File: src/rtl/crypto_seq_pkg.sv
// crypto_seq_pkg: sequencer state encoding, command opcodes and a sizing helper.
package crypto_seq_pkg;
  typedef enum logic [3:0] {
    IDLE, ECC_RUN, PUB_DONE, SESS_DONE, KEY_WAIT, FILL, STREAM, DRAIN, DES_DONE
  } state_t;
  localparam logic [1:0] OP_PUB  = 2'd0;
  localparam logic [1:0] OP_SESS = 2'd1;
  localparam logic [1:0] OP_DES  = 2'd2;
  localparam logic [1:0] OP_RSVD = 2'd3;
  function automatic int max3(input int a, input int b, input int c);
    int m;
    m = a > b ? a : b;
    return m > c ? m : c;
  endfunction
endpackage

File: src/rtl/crypto_seq_cnt.sv
// crypto_seq_cnt: loadable down-counter that stops at zero and flags it.
module crypto_seq_cnt #(
  parameter int W = 8
) (
  input  logic         clk,
  input  logic         n_rst,
  input  logic         load,
  input  logic [W-1:0] load_val,
  output logic         zero
);
  logic [W-1:0] cnt_q, cnt_d;
  always_comb cnt_d = load ? load_val : (cnt_q == '0 ? cnt_q : cnt_q - 1'b1);
  always_ff @(posedge clk or negedge n_rst)
    if (!n_rst) cnt_q <= '0;
    else cnt_q <= cnt_d;
  assign zero = cnt_q == '0;
endmodule

File: src/rtl/crypto_seq_ctrl.sv
// crypto_seq_ctrl: sequencer for ECC key generation and cipher key-wait/fill/stream/drain.
// Define CRYPTO_SEQ_TIMEOUT_EN to enable the ECC_RUN watchdog (err + return to IDLE).
module crypto_seq_ctrl
  import crypto_seq_pkg::*;
#(
  parameter int KEY_W        = 164,
  parameter int SESS_W       = 192,
  parameter int KEY_WAIT_CYC = 10,
  parameter int PIPE_LAT     = 48,
  parameter int ECC_TIMEOUT  = 4096
) (
  input  logic              clk,
  input  logic              n_rst,
  input  logic              cmd_valid,
  input  logic [1:0]        cmd_op,
  output logic              cmd_ready,
  input  logic              abort,
  output logic              ecc_start,
  input  logic              ecc_done,
  input  logic [KEY_W-1:0]  ecc_px,
  input  logic [KEY_W-1:0]  ecc_py,
  output logic [KEY_W-1:0]  pub_x,
  output logic [KEY_W-1:0]  pub_y,
  output logic [SESS_W-1:0] sess_key,
  input  logic              data_active,
  output logic              done_pub,
  output logic              done_sess,
  output logic              done_des,
  output logic              busy,
  output logic              err
);
  localparam int CW = $clog2(max3(KEY_WAIT_CYC, PIPE_LAT, ECC_TIMEOUT) + 1);
  state_t            state_q, state_d;
  logic [1:0]        op_q, op_d;
  logic              err_q, err_d, done_des_q, done_des_d;
  logic [KEY_W-1:0]  pub_x_q, pub_x_d, pub_y_q, pub_y_d;
  logic [SESS_W-1:0] sess_q, sess_d;
  logic              cnt_ld, cnt_zero;
  logic [CW-1:0]     cnt_val;
  crypto_seq_cnt #(.W(CW)) u_cnt (
    .clk      (clk),
    .n_rst    (n_rst),
    .load     (cnt_ld),
    .load_val (cnt_val),
    .zero     (cnt_zero)
  );
  always_comb begin
    state_d    = state_q;
    op_d       = op_q;
    err_d      = err_q;
    done_des_d = done_des_q;
    if (state_q == IDLE) begin
      if (cmd_valid) begin
        op_d    = cmd_op;
        err_d   = cmd_op == OP_RSVD;
        state_d = cmd_op == OP_RSVD ? IDLE : cmd_op == OP_DES ? KEY_WAIT : ECC_RUN;
        done_des_d = cmd_op == OP_DES ? 1'b0 : done_des_q;
      end
    end else if (abort) state_d = IDLE;
    else
      case (state_q)
        ECC_RUN: begin
          if (ecc_done) state_d = op_q == OP_SESS ? SESS_DONE : PUB_DONE;
`ifdef CRYPTO_SEQ_TIMEOUT_EN
          else if (cnt_zero) begin
            err_d   = 1'b1;
            state_d = IDLE;
          end
`endif
        end
        KEY_WAIT: state_d = cnt_zero ? FILL : state_q;
        FILL:     state_d = cnt_zero ? STREAM : state_q;
        STREAM:   state_d = data_active ? state_q : DRAIN;
        DRAIN:    state_d = cnt_zero ? DES_DONE : state_q;
        default:  state_d = IDLE;
      endcase
    // Results are captured as the done state is entered so they are valid alongside the pulse.
    pub_x_d    = state_q == ECC_RUN && state_d == PUB_DONE ? ecc_px : pub_x_q;
    pub_y_d    = state_q == ECC_RUN && state_d == PUB_DONE ? ecc_py : pub_y_q;
    sess_d     = state_q == ECC_RUN && state_d == SESS_DONE ?
                 {ecc_px[KEY_W-2:0], ecc_py[SESS_W-KEY_W:0]} : sess_q;
    done_des_d = state_d == DES_DONE ? 1'b1 : done_des_d;
    cnt_ld     = state_d != state_q;
    cnt_val    = state_d == ECC_RUN ? CW'(ECC_TIMEOUT - 1) :
                 state_d == KEY_WAIT ? CW'(KEY_WAIT_CYC - 1) :
                 (state_d == FILL || state_d == DRAIN) ? CW'(PIPE_LAT - 1) : '0;
  end
  always_ff @(posedge clk or negedge n_rst)
    if (!n_rst) begin
      state_q    <= IDLE;
      op_q       <= OP_PUB;
      err_q      <= 1'b0;
      done_des_q <= 1'b0;
      pub_x_q    <= '0;
      pub_y_q    <= '0;
      sess_q     <= '0;
    end else begin
      state_q    <= state_d;
      op_q       <= op_d;
      err_q      <= err_d;
      done_des_q <= done_des_d;
      pub_x_q    <= pub_x_d;
      pub_y_q    <= pub_y_d;
      sess_q     <= sess_d;
    end
  assign cmd_ready = state_q == IDLE;
  assign busy      = state_q != IDLE;
  assign ecc_start = state_q == ECC_RUN;
  assign done_pub  = state_q == PUB_DONE;
  assign done_sess = state_q == SESS_DONE;
  assign done_des  = done_des_q;
  assign err       = err_q;
  assign pub_x     = pub_x_q;
  assign pub_y     = pub_y_q;
  assign sess_key  = sess_q;
endmodule
File: config.mk
export PLATFORM = sky130hd
export DESIGN_NAME = crypto_seq_ctrl
export DESIGN_NICKNAME = d
export VERILOG_FILES = /design/src/rtl/crypto_seq_pkg.sv /design/src/rtl/crypto_seq_cnt.sv /design/src/rtl/crypto_seq_ctrl.sv
export SDC_FILE = /design/constraint.sdc
export NUM_CORES = 1
export LEC_CHECK = 0
export ABC_CLOCK_PERIOD_IN_PS = 5000
export BUFFER_PORTS_ARGS = -buffer_cell sky130_fd_sc_hd__buf_2
export CAP_MARGIN = 20
export CORE_AREA = 2 2 333 335
export CTS_CLUSTER_SIZE = 12
export DETAILED_ROUTE_END_ITERATION = 10
export DIE_AREA = 0 0 335 337
export PLACE_DENSITY_LB_ADDON = 0.25
export SLEW_MARGIN = 20
export SYNTH_ARGS = -nofsm -noshare
export SYNTH_HDL_FRONTEND = slang
export SYNTH_HIERARCHICAL = 1
export SYNTH_SLANG_ARGS = --single-unit
File: constraint.sdc
create_clock -name clk -period 5 [get_ports clk]
set_input_delay 0.5 -clock clk [delete_from_list [all_inputs] [get_ports clk]]
set_output_delay 0.5 -clock clk [all_outputs]
set_load 0.005 [all_outputs]
# == Word-level counts from Yosys, hierarchy flattened ==
# Index checks and enable logic that the tools add are counted.
# totals
regBits,541
in_bits,336
elab_cells,60
# op_classes
add_sub_neg,1
eq_ne,19
n_mux,21
n_reduce_logical,11
# op_table
op,count
$mux W4,8
$eq A4 B3 Y1 const B,7
$mux W13,2
$pmux W4 S5,1
$eq A4 B2 Y1 const B,4
$logic_not A13 Y1,1
$sub A13 B1 Y13 const B,1
$mux W12,1
$mux W6,2
$eq A4 B1 Y1 const B,2
$mux W3,2
$reduce_bool A2 Y1,3
$mux W1,5
$eq A2 B2 Y1 const B,2
$eq A4 B4 Y1 const B,1
$logic_not A4 Y1,1
$ne A4 B4 Y1,1
$reduce_bool A4 Y1,1
$reduce_and A3 Y1,1
$eq A2 B1 Y1 const B,1
$logic_and A1 B1 Y1,2
$ne A2 B1 Y1 const B,1
$reduce_and A2 Y1,1
$logic_or A1 B1 Y1,1

# == Depth between registers and ports, before layout ==
# Gate-level depths: netlist of the first run.
# depth
ltp_word,12
depth_mapped,14
depth_no_buf,11

# == Modules after synthesis ==
# The synthesis of the first run kept the hierarchy.
# modules_own_cells
mod,n_inst,cells_per_inst,area_each_um2,seq_area_each_um2
crypto_seq_ctrl,1,1160,21524.4,13212.7
crypto_seq_cnt,1,80,785.8,325.3

# == Worst setup path after synthesis of the first run ==
# Ideal clock, no wire load.
# synth_timing
path_kind,reg-to-reg
startpoint,register u_cnt.cnt_q[0]
endpoint,register u_cnt.cnt_q[6]
t_arrival_ps,2453
required_time_ps,4926
slack_ps,2474
path_stages_with_launch,15
path_cell_list,dfrtp_1 > inv_1 > ha_1 > nor3b_1 > and4_1 > buf_6 > nand2b_1 > a21boi_0 > o22a_2 > o31ai_1 > nand3_1 > buf_2 > or2_4 > buf_6 > o21ai_2
# synth_rtl
element,line_no,rtl
from (decl),crypto_seq_cnt.sv:11,"logic [W-1:0] cnt_q, cnt_d;"
from (signal assigned),crypto_seq_cnt.sv:15,else cnt_q <= cnt_d;
$logic_not A13 Y1 (*),crypto_seq_cnt.sv:16,assign zero = cnt_q == '0;
via cnt_zero,crypto_seq_ctrl.sv:38,"logic cnt_ld, cnt_zero;"
$mux W4 (on tied branches),"crypto_seq_ctrl.sv:74, crypto_seq_ctrl.sv:71, crypto_seq_ctrl.sv:72",
$pmux W4 S5 (*),crypto_seq_ctrl.sv:61,case (state_q)
$mux W4 (*),crypto_seq_ctrl.sv:59,end else if (abort) state_d = IDLE;
$mux W4 (*),crypto_seq_ctrl.sv:52,if (state_q == IDLE) begin
$ne A4 B4 Y1 (*),crypto_seq_ctrl.sv:83,cnt_ld = state_d != state_q;
via cnt_ld,crypto_seq_ctrl.sv:38,
$ne A2 B1 Y1 (no line) / $mux W13 (equally long branches),-,
# The timed path passes the listed nets; every way through them passes the cells marked *. The select of a mux whose other input is x is not followed.
# A chain may end at the register's enable or synchronous reset.

# == Final worst setup path of the first run ==
# layout_timing
startpoint,register u_cnt.cnt_q[8]
endpoint,register u_cnt.cnt_q[8]
# The elaborated chain is that of the path after synthesis.

==> results.md, run 1 <==
* Drc violations at 0
* Syn-to-layout area delta at 35.0%
* Setup TNS at 0 ns
* Critical Path Fanout Max at 19
* Final Non-Filler Cells at 3,623
* Dpl ws at 1.50 ns
* Final hold slack at 0.0979 ns
* Worst path max stage delay at 0.56 ns
* Number of CTS-inserted buffers at 67
* Yosys cell types at 46
* Gr ovfl total at 0
* Max Cap Viol at 0
* Final worst setup slack at 1.47 ns
* Core area at 110,000 um2
* WL final at 65.3 mm
* Ports at 863
* DR vias/cell at 3.83
* Layout Nets at 2,483
* Drt first-iter violations at 382
* Worst-skew pair later-pin latency at 0.63 ns
* Die area at 113,000 um2
* Pleak at 15.4 nW
* Max Clock Freq at 283 MHz
* Post-Syn Area per Cell at 18.0 um2
* First-pass GRT wire length at 96.5 mm
* Max H-tree Level at 3
* Worst EP required at 5.55 ns
* Post-cts gate resize count at 0
* Crit path launch type: flop
* Final Hold Viols at 0
* Design area at 30,100 um2
* CTS tree: done
* Initial antenna violation count at 8
* Peak supply drop at 268 uV
* Share of layout cells above drive strength 1 at 0.703
* Die Width at 335 um
* Root buf cell: clkbuf_16
* Cts-stage hold buffer count at 1
* Worst-path clk slew at 0.06 ns
* Final slew viol count at 0
* Worst hold path type: primary input to flop
* Via count at 13,900
* Total Power at 18.5 mW
* Routed len/inst at 18.0 um
* Hold path depth at 2
* All-Layer GR Usage at 0.111
* DP Area at 27,900 um2
* CP delay by family, top: simple AND/OR/NAND/NOR gates
* CP max-delay cell: nand3_1
* Power Dens Cells at 615 nW/um2
* Critical path depth at 9
* WP buf/inv at 0
* PortBufs at 862
* DIE HEIGHT at 337 um
* Worst clock skew at 0.0161 ns
* Main flop type after synthesis: dfrtp_1
* Final RePlAce weighted congestion at 0.794
* Asr flop ratio synth at 1.00
* # clock sinks at 541
* Worst Setup End Kind: flop
* Vias in the first global route at 15,200
* Seq/Total Area, Yosys at 0.607
* Post-synth EDFFs at 0
* Row count at 122
* Max_slew headroom at 0.379
* CP Class: flop to flop
* Layout Utilization at 0.275
* Post-Syn Area at 22,300 um2
* CP arrival at 4.08 ns
* Tcrit/Tclk final at 0.707
* Fill count at 11,300
* Final Setup Violations at 0
* Max Root-Sink Buffers at 3
* Post-CTS setup buffers at 0
* Yosys reg bits at 541
* Syn_nets at 1,578
* Pre-antenna DRT Iters at 4
* Synth Instances at 1,240
* Starting Density at 0.204
* # placed instances at 3,501
* Detail Route Antenna Nets at 0
* Warnings, synthesis at 6
* FF-to-FF path depth at 9
* CP Cell Sequence: nor4_2 > and4_1 > nand2b_1 > a21boi_0 > o22a_2 > o31ai_1 > nand3_1 > or2_4 > o21ai_2
* Largest net degree at the start of global routing at 128
* Crit path time final at 3.53 ns
* DP HPWL at 48.3 mm
* Worst slew pin tran at 0.924 ns
* Unrepaired setup endpoints after global routing: no
* Status: finished, final reports clean
[cells in the final DEF, fill, tap and decap left out, drive strengths merged, types with 4 or more instances in the layout]
| master | instances |
|---|---|
| nor3 | 6 |
| o21ai | 12 |
| nor2 | 9 |
| xnor2 | 4 |
| mux2 | 523 |
| nand3 | 5 |
| buf | 901 |
| clkinv | 6 |
| diode | 4 |
| dfrtp | 541 |
| clkbuf | 101 |
| xor2 | 8 |
| inv | 13 |
| o31ai | 4 |
| nand2 | 24 |
[cell usage after synthesis (2+ instances only)]
cell,n,share of area
o21ai_2,8,0.0031
mux2_4,320,0.22
dfrtp_1,541,0.61
o21ai_0,3,0.00067
buf_6,25,0.013
nor3_1,5,0.0011
xnor2_1,4,0.0016
buf_12,33,0.030
buf_4,2,0.00067
o31ai_1,4,0.0013
nand3_1,5,0.0011
nand2b_1,2,0.00056
a31oi_1,2,0.00056
ha_1,2,0.0011
inv_1,6,0.0010
clkbuf_1,5,0.00084
nand4b_1,2,0.00079
xor2_1,8,0.0031
nand2_1,24,0.0040
mux2_2,203,0.10
nor4b_1,2,0.00079
nor2_1,9,0.0015
nor3b_1,2,0.00067
[report_power, final]
group	switching [mW]	total [mW]	leakage (nW)	internal [mW]
clock network	1.99	4.84	1.08	2.86
registers	1.12	7.48	6.78	6.36
logic	2.40	6.21	7.54	3.81
[worst reg2reg max path, cell delays in order, from the launching register on]
cell      delay, ns
dfrtp_1        0.44
nor4_2         0.38
and4_1         0.51
nand2b_1       0.17
a21boi_0       0.10
o22a_2         0.31
o31ai_1        0.29
nand3_1        0.56
or2_4          0.55
o21ai_2        0.17
[layer usage]
metal	global-route usage	vias up	part of all wire
met5	0	-	0.00017
met4	0.0412	2	0.026
met3	0.0334	91	0.073
met2	0.197	528	0.52
met1	0.124	7068	0.38
li1	-	6188	-
[layout make-up]
cell class / count / area, um2 / share of cell area
multi-input cells: 627 / 7780 / 0.258
diodes: 4 / 10.0 / 0.000332
flip-flops and latches: 541 / 13500 / 0.449
repair buffers: 902 / 4780 / 0.159
well taps: 1426 / 1780 / 0.0592
clock buffers: 101 / 2010 / 0.0666
clock inverters: 16 / 203 / 0.00673
inverters: 6 / 22.5 / 0.000748
[path summary, 6_finish.rpt]
kind	startpoint	to	slack (ns)
max reg2reg	u_cnt/cnt_q[8]	u_cnt/cnt_q[8]	1.47
min reg2reg	done_des	done_des	0.48
min	ecc_py[147]	pub_y[147]	0.1
max	u_cnt/cnt_q[8]	u_cnt/cnt_q[8]	1.47
max in group asynchronous	n_rst	sess_key[135]	3.18
min in group asynchronous	n_rst	pub_y[10]	0.56
[sequential cells by signal (all words and copies together) (netlist names)]
register and flops:
sess_key 192, done_des 1, pub_x 164, pub_y 164, err 1, u_cnt/cnt_q 13
state_q 4, op_q 2
[cell families (layout without fill, tap and decap cells)]
logic type	count (synthesis)	after routing	share of synthesized area
AND/OR/NAND/NOR	63	63	0.0154
XOR/XNOR	12	12	0.00471
other	1	5	0.000168
AO/OA/AOI/OAI	25	25	0.00858
buffers and inverters	72	1025	0.0450
flip-flops	541	541	0.607
multiplexers	524	524	0.318
adder cells (fa/ha/maj)	2	2	0.00112
Note: power is estimated with default switching activity, not from simulation.
==> run 2: changes to the inputs <==
--- a/config.mk
+++ b/config.mk
@@ -5,13 +5,14 @@
 export SDC_FILE = /design/constraint.sdc
 export NUM_CORES = 1
 export LEC_CHECK = 0
-export ABC_CLOCK_PERIOD_IN_PS = 5000
+export ABC_AREA = 1
+export ABC_CLOCK_PERIOD_IN_PS = 3250
 export BUFFER_PORTS_ARGS = -buffer_cell sky130_fd_sc_hd__buf_2
 export CAP_MARGIN = 20
-export CORE_AREA = 2 2 333 335
+export CORE_AREA = 2 2 334 336
 export CTS_CLUSTER_SIZE = 12
 export DETAILED_ROUTE_END_ITERATION = 10
-export DIE_AREA = 0 0 335 337
+export DIE_AREA = 0 0 336 338
 export PLACE_DENSITY_LB_ADDON = 0.25
 export SLEW_MARGIN = 20
 export SYNTH_ARGS = -nofsm -noshare
==> constraint.sdc (replaced) <==
create_clock -name clk -period 3.25 [get_ports clk]
set_input_delay 0.325 -clock clk [delete_from_list [all_inputs] [get_ports clk]]
set_output_delay 0.325 -clock clk [all_outputs]
set_load 0.005 [all_outputs]
==> run 2 against run 1 <==
Compared with the run above: first-iteration DRC count grew to 3.1 times the previous value; register-to-register slack lost 1.1 ns; sequential share of layout area shrank 5.0 points; final cell count grew 43%; synthesized area shrank 0.26%; setup slack lost 1.1 ns; critical path type unchanged; critical endpoint is now sess_key[97]; highest routed layer unchanged.
==> results.md, run 2 <==
* FF-to-FF path depth at 16 (+7)
* Setup slack, reg-to-reg at 0.38 ns (-1.08 ns)
* Fill count at 11,800 (+4.0%)
* Main flop type after synthesis: dfrtp_1
* Most frequent cells in the layout: nand2_1 (1,120), buf_2 (861), dfrtp_1 (541), o21ai_0 (341), dlygate4sd3_1 (332)
* Drt first-iter violations at 1,182 (+210%)
* Layout Nets at 3,985 (+60%)
* Max Cap Viol at 0 (unchanged)
* Post-synthesis adder-cell area fraction at 0.00112 (+0.00000296)
* Worst slew pin tran at 0.843 ns (-0.0810 ns)
* Synth Instances at 2,499 (+100%)
* Sw Ratio at 0.348 (+0.0507)
* CTS tree: done
* Post-Syn Area at 22,300 um2 (-0.26%)
* Yosys cell types at 30 (-35%)
* Post-Synth Simple-Gate Area at 0.261 (+0.246)
* Design area at 33,900 um2 (+13%)
* Gr ovfl total at 0 (unchanged)
* Crit path time final at 2.87 ns (-0.667 ns)
* DP Area at 28,400 um2 (+1.8%)
* Post-synth top cells: nand2_1 (1,120), dfrtp_1 (541), o21ai_0 (341), nand4_1 (194), clkbuf_1 (85)
* # placed instances at 4,734 (+35%)
* Cell Int Power at 17.2 mW (+32%)
* Initial antenna violation count at 5 (-3)
* Root buf cell: clkbuf_16
* Number of CTS-inserted buffers at 67 (unchanged)
* Sw Pwr at 9.18 mW (+67%)
* Clk pwr share at 0.283 (+0.022)
* CP Class: flop to flop
* Worst-skew pair later-pin latency at 0.62 ns (about the same)
* Syn_nets at 2,837 (+80%)
* Main combinational cell family by area after synthesis: simple AND/OR/NAND/NOR gates
* Row count at 122 (unchanged)
* Setup TNS at 0 ns (unchanged)
* Final worst setup slack at 0.384 ns (-1.08 ns)
* Die area at 114,000 um2 (+0.60%)
* WL final at 90.0 mm (+38%)
* Pre-antenna DRT Iters at 4 (unchanged)
* Ports at 863 (unchanged)
* Max Clock Freq at 349 MHz (+23%)
* Worst clock skew at 0.0306 ns (+0.0145 ns)
* Post-CTS setup buffers at 0 (unchanged)
* All-Layer GR Usage at 0.152 (+0.0417)
* Most common cell in the netlist: nand2_1
* Final RePlAce weighted congestion at 0.805 (+1.4%)
* Syn-to-layout area delta at 52.5%
* Min-delay src: cmd_valid
* Vias in the first global route at 22,400 (+47%)
* Post-synth EDFFs at 0 (unchanged)
* Final Hold Viols at 0 (unchanged)
* Max_slew headroom at 0.438 (+0.0587)
* Worst hold path type: primary input to flop
* Post-Synth XOR/XNOR Area at 0.000787 (-0.00392)
* DR vias/cell at 4.23 (+10%)
* Worst EP required at 3.80 ns (-1.75 ns)
* Peak supply drop at 349 uV (+30%)
* Pleak at 18.7 nW (+21%)
* Post-Syn Area per Cell at 8.90 um2 (-51%)
* Crit path launch type: flop
* Sequential power share at 0.412 (+0.008)
* CP arrival at 3.41 ns (-0.67 ns)
* Max reg flops at 192 (unchanged)
* Max Root-Sink Buffers at 3 (unchanged)
* Worst Setup End Kind: flop
* Max H-tree Level at 3 (unchanged)
* RR Startpoint: u_cnt/cnt_q[0]
* Compound-gate portion of the synthesized area at 0.0787 (+0.0701)
* Power Dens Cells at 777 nW/um2 (+26%)
* Final Non-Filler Cells at 5,187 (+43%)
* Drc violations at 0 (unchanged)
* Detail Route Antenna Nets at 0 (unchanged)
* Dpl ws at 0.423 ns (-1.07 ns)
* Via count at 21,900 (+58%)
* DP HPWL at 62.3 mm (+29%)
* Largest net degree at the start of global routing at 149 (+16%)
* Critical Path Fanout Max at 58 (+39)
* Tcrit/Tclk final at 0.882 (+0.175)
* Mux cell area share after synthesis at 0 (-0.318)
* Starting Density at 0.202 (-0.00138)
* Combinational Power Share at 0.305 (-0.030)
* Share of layout cells above drive strength 1 at 0.289 (-0.414)
* RR Endpoint: sess_key[97]
* Unrepaired setup endpoints after global routing: no
* Synth top area share at 0.608 (+0.00160)
* First-pass GRT wire length at 136 mm (+41%)
* Hold worst-path end: op_q[1]
* PortBufs at 862 (unchanged)
* Yosys top cell by area: dfrtp_1
* Status: finished, final reports clean
* Routed len/inst at 17.3 um (-3.8%)
* Layout Utilization at 0.308 (+0.0334)
* Hold path depth at 4 (+2)
* Synth area leaders: dfrtp_1 (61%), nand2_1 (19%), o21ai_0 (7.7%)
* Core area at 110,000 um2 (+0.42%)
* Worst-path clk slew at 0.06 ns (about the same)
* Warnings, synthesis at 6 (unchanged)
* Die Width at 336 um (+0.30%)
* Yosys reg bits at 541 (unchanged)
* # clock sinks at 541 (unchanged)
* Final Setup Violations at 0 (unchanged)
* Most common cell after layout, fill and taps aside: nand2_1
* Seq/Total Area, Yosys at 0.608 (+0.00160)
* Final slew viol count at 0 (unchanged)
* Asr flop ratio synth at 1.00 (unchanged)
* DIE HEIGHT at 338 um (+0.30%)
run 2: cell types whose count changed in the layout (fill, tap and decap cells not counted), sizes merged, moves of 27 or more:
cell and change:
o21ai +329, nand4 +193, nand2 +1100, dlygate4sd3 +331
buf +40, mux2 -523, nor2 +27
run 2: critical path: stages, from the launching register on:
cell,delay (ns)
dfrtp_1,0.39
inv_1,0.16
ha_1,0.20
nand3_1,0.08
nor2_1,0.10
nand2_1,0.06
inv_2,0.13
inv_1,0.07
nand2_1,0.06
nand3_1,0.06
nand2_1,0.06
nand3_1,0.21
nand2_8,0.18
buf_12,0.26
buf_4,0.43
nand4_1,0.17
nand2_1,0.10
run 2: metrics by stage:
stage	hold WS, ns	power (mW)
after floorplan	0.0294	14.0
after global placement	0.362	18.7
after detailed placement	0.364	18.8
after CTS	0.0838	26.8
after global routing	0.156	28.3
final	0.161	26.4
run 2: cells by family after synthesis:
family	Yosys count
adders and majority gates	2
and+or+nand+nor	1383
buffers and inverters	222
other	1
xor gates and xnor gates	2
DFF	541
AOI/OAI and AO/OA	348
run 2: area by class of cell:
cell class | instances | area [um2] | share of cell area
multi-input cells | 1736 | 7660 | 0.226
repair buffers | 1273 | 8570 | 0.252
flip-flops and latches | 541 | 13500 | 0.399
clock inverters | 19 | 215 | 0.00634
clock buffers | 100 | 1970 | 0.0581
well taps | 1488 | 1860 | 0.0549
diodes | 2 | 5.00 | 0.000148
inverters | 28 | 105 | 0.00310
run 2: repair_timing:
item / CTS / global route
resized for setup: 0 / 0
hold buffers: 332 / 0
hold endpoints to repair: 561 / 0
run 2: per-layer routing:
layer  up-vias  part of all wire  GRT usage
met5         -           0.00046          0
met4         6             0.034     0.0588
met3       156             0.077     0.0442
met2       715              0.47      0.246
met1     10600              0.42      0.192
li1      10500                 -          -
run 2: worst max-delay path by stage:
stage	slack (ns)	start	to	depth (start not counted)
detailed placement	0.42	u_cnt/cnt_q[0]	u_cnt/cnt_q[8]	18
CTS	0.41	u_cnt/cnt_q[0]	u_cnt/cnt_q[8]	18
finish	0.38	u_cnt/cnt_q[0]	sess_key[97]	16
global placement	0.45	u_cnt/cnt_q[0]	sess_key[50]	16
floorplan	0.69	u_cnt/cnt_q[0]	u_cnt/cnt_q[0]	22
global route	0.09	u_cnt/cnt_q[0]	sess_key[97]	16
run 2: power by group through the flow:
stage	clock network, mW	logic [mW]	registers [mW]
5_1_grt	8.01	9.11	11.2
4_1_cts	7.75	8.20	10.9
2_1_floorplan	0	2.90	11.1
3_3_place_gp	0	7.81	10.9
3_5_place_dp	0	7.88	10.9
6_report	7.46	8.05	10.9
==> run 3: changes to the inputs <==
--- a/config.mk
+++ b/config.mk
@@ -6,13 +6,13 @@
 export NUM_CORES = 1
 export LEC_CHECK = 0
 export ABC_AREA = 1
-export ABC_CLOCK_PERIOD_IN_PS = 3250
+export ABC_CLOCK_PERIOD_IN_PS = 3600
 export BUFFER_PORTS_ARGS = -buffer_cell sky130_fd_sc_hd__buf_2
 export CAP_MARGIN = 20
-export CORE_AREA = 2 2 334 336
+export CORE_AREA = 2 2 332 334
 export CTS_CLUSTER_SIZE = 12
 export DETAILED_ROUTE_END_ITERATION = 10
-export DIE_AREA = 0 0 336 338
+export DIE_AREA = 0 0 334 336
 export PLACE_DENSITY_LB_ADDON = 0.25
 export SLEW_MARGIN = 20
 export SYNTH_ARGS = -nofsm -noshare
==> constraint.sdc (replaced) <==
create_clock -name clk -period 3.6 [get_ports clk]
set_input_delay 0.36 -clock clk [delete_from_list [all_inputs] [get_ports clk]]
set_output_delay 0.36 -clock clk [all_outputs]
set_load 0.005 [all_outputs]
==> run 3 against run 2 <==
Compared with the run above: fmax decreased by 5.4%; clock-buffer cell count increased by 3; design area decreased by 0.90%; global-route usage increased by 0.70 points.
==> results.md, run 3 (synthesis results as in run 2) <==
* Final slew viol count at 0 (unchanged)
* CP Cell Sequence: inv_1 > ha_1 > nand3_1 > nor2_1 > nand2_1 > inv_2 > nor2_1 > nor2_1 > nand2_1 > nand2_2 > nand3_4 > buf_12 > buf_12 > o21ai_0 > nand2_1
* Sequential power share at 0.413 (about the same)
* Via count at 22,100 (+0.50%)
* Largest net degree at the start of global routing at 149 (unchanged)
* Initial antenna violation count at 3 (-2)
* Layout Nets at 3,972 (-0.33%)
* Max reg flops at 192 (unchanged)
* Worst slew pin tran at 0.997 ns (+0.153 ns)
* PortBufs at 862 (unchanged)
* Drc violations at 0 (unchanged)
* Worst path max stage delay at 0.41 ns (-0.02 ns)
* Die Width at 334 um (-0.60%)
* Critical Path Fanout Max at 148 (+160%)
* Final RePlAce weighted congestion at 0.810 (+0.65%)
* # clock sinks at 541 (unchanged)
* Multi-input gate area at 7660 um2 (unchanged)
* Register area at 13,500 um2 (unchanged)
* Share of layout cells above drive strength 1 at 0.285 (-0.00418)
* Tcrit/Tclk final at 0.842 (-0.0400)
* Crit path time final at 3.03 ns (+0.165 ns)
* Starting Density at 0.205 (+0.00309)
* Root buf cell: clkbuf_16
* Max Cap Viol at 0 (unchanged)
* Max H-tree Level at 3 (unchanged)
* Max_slew headroom at 0.336 (-0.102)
* WL final at 92.1 mm (+2.3%)
* Status: finished, final reports clean
* Final Setup Violations at 0 (unchanged)
* Final Non-Filler Cells at 5,098 (-1.7%)
* CP delay by family, top: simple AND/OR/NAND/NOR gates
* Clk pwr share at 0.278 (-0.005)
* Worst Setup End Kind: flop
* Fill count at 11,600 (-1.3%)
* Syn-to-layout area delta at 51.1%
* Setup TNS at 0 ns (unchanged)
* All-Layer GR Usage at 0.159 (+0.00703)
* Power Dens Cells at 705 nW/um2 (-9.3%)
* Row count at 121 (-0.82%)
* First-pass GRT wire length at 141 mm (+3.6%)
* Setup slack, reg-to-reg at 0.57 ns (+0.19 ns)
* Layout Utilization at 0.310 (+0.00190)
* Cell Int Power at 15.4 mW (-10%)
* Drt first-iter violations at 1,264 (+6.9%)
* Detail Route Antenna Nets at 0 (unchanged)
* Peak supply drop at 328 uV (-6.0%)
* DP HPWL at 62.8 mm (+0.91%)
* Die area at 112,000 um2 (-1.2%)
* Max Clock Freq at 330 MHz (-5.4%)
* Post-cts gate resize count at 0 (unchanged)
* Most frequent cells in the layout: nand2_1 (1,120), buf_2 (861), dfrtp_1 (541), o21ai_0 (341), dlygate4sd3_1 (331)
* Unrepaired setup endpoints after global routing: no
* CP arrival at 3.51 ns (+0.10 ns)
* DP Area at 28,200 um2 (-0.76%)
* Worst-skew pair later-pin latency at 0.62 ns (about the same)
* CP max-delay cell: o21ai_0
* Final Hold Viols at 0 (unchanged)
* CTS tree: done
* Cts-stage hold buffer count at 331 (-0.30%)
* WP buf/inv at 4 (-1)
* Worst hold path type: primary input to flop
* Routed len/inst at 18.1 um (+4.1%)
* Vias in the first global route at 22,800 (+2.1%)
* Worst-path clk slew at 0.06 ns (about the same)
* Post-CTS setup buffers at 0 (unchanged)
* Max Root-Sink Buffers at 3 (unchanged)
* Ports at 863 (unchanged)
* Core area at 108,000 um2 (-1.5%)
* Design area at 33,600 um2 (-0.90%)
* Gr ovfl total at 0 (unchanged)
* Most common cell after layout, fill and taps aside: nand2_1
* DR vias/cell at 4.33 (+2.3%)
* CP Class: flop to flop
* # placed instances at 4,647 (-1.8%)
* Combinational Power Share at 0.308 (+0.003)
* Number of CTS-inserted buffers at 68 (+1.5%)
* Sw Ratio at 0.349 (+0.000925)
* Sw Pwr at 8.27 mW (-9.9%)
* Pre-antenna DRT Iters at 5 (+1)
* Worst clock skew at 0.0201 ns (-0.0106 ns)
* DIE HEIGHT at 336 um (-0.59%)
* Crit path launch type: flop
* Pleak at 18.6 nW (-0.58%)
* Worst EP required at 4.08 ns (+0.28 ns)
run 3: cell count changes in the layout (fill, tap and decap cells not counted), sizes merged, moves of 2 or more:
cell | before | now
clkinvlp | 4 | 2
clkbuf | 100 | 103
buf | 941 | 928
inv | 32 | 30
run 3: power by group through the flow:
stage,Combinational [mW],Clock (mW),Sequential [mW]
final,7.31,6.60,9.80
after CTS,7.41,6.84,9.80
after global routing,8.21,7.08,10.1
after floorplan,2.62,0,9.98
after detailed placement,7.13,0,9.85
after global placement,7.07,0,9.82
run 3: per-stage QoR:
stage,hold slack [ns],worst slack (ns),power (mW)
4_1_cts,0.0539,0.786,24.1
3_3_place_gp,0.449,0.792,16.9
5_1_grt,0.108,0.474,25.4
2_1_floorplan,0.0644,1.04,12.6
6_report,0.117,0.569,23.7
3_5_place_dp,0.453,0.823,17.0
run 3: layout make-up:
| cell class | count | area share |
|---|---|---|
| multi-input cells | 1736 | 0.228 |
| well taps | 1414 | 0.0526 |
| clock inverters | 14 | 0.00421 |
| clock buffers | 103 | 0.0584 |
| flip-flops and latches | 541 | 0.403 |
| diodes | 3 | 0.000223 |
| repair buffers | 1259 | 0.251 |
| inverters | 28 | 0.00313 |
run 3: worst min-delay path: cells and delay by family:
| kind | cells | cell delay [ns] |
|---|---|---|
| buffers and inverters | 1 | 0.17 |
| AND/OR/NAND/NOR | 2 | 0.14 |
run 3: final timing paths:
| check | from | to | cells after the start |
|---|---|---|---|
| max | u_cnt/cnt_q[0] | pub_y[131] | 15 |
| min | ecc_py[24] | pub_y[24] | 3 |
| max reg2reg | u_cnt/cnt_q[0] | pub_y[131] | 15 |
| min reg2reg | sess_key[170] | sess_key[170] | 2 |
| max in group asynchronous | n_rst | sess_key[157] | 3 |
| min in group asynchronous | n_rst | sess_key[105] | 2 |
run 3: per-layer routing:
layer	vias to the layer above	routed length (um)	global-route usage	part of all wire
li1	10500	-	-	-
met1	10700	37600	0.193	0.41
met2	765	43900	0.264	0.48
met3	161	7160	0.0476	0.078
met4	2	3430	0.0643	0.037
met5	-	13	0	0.00014
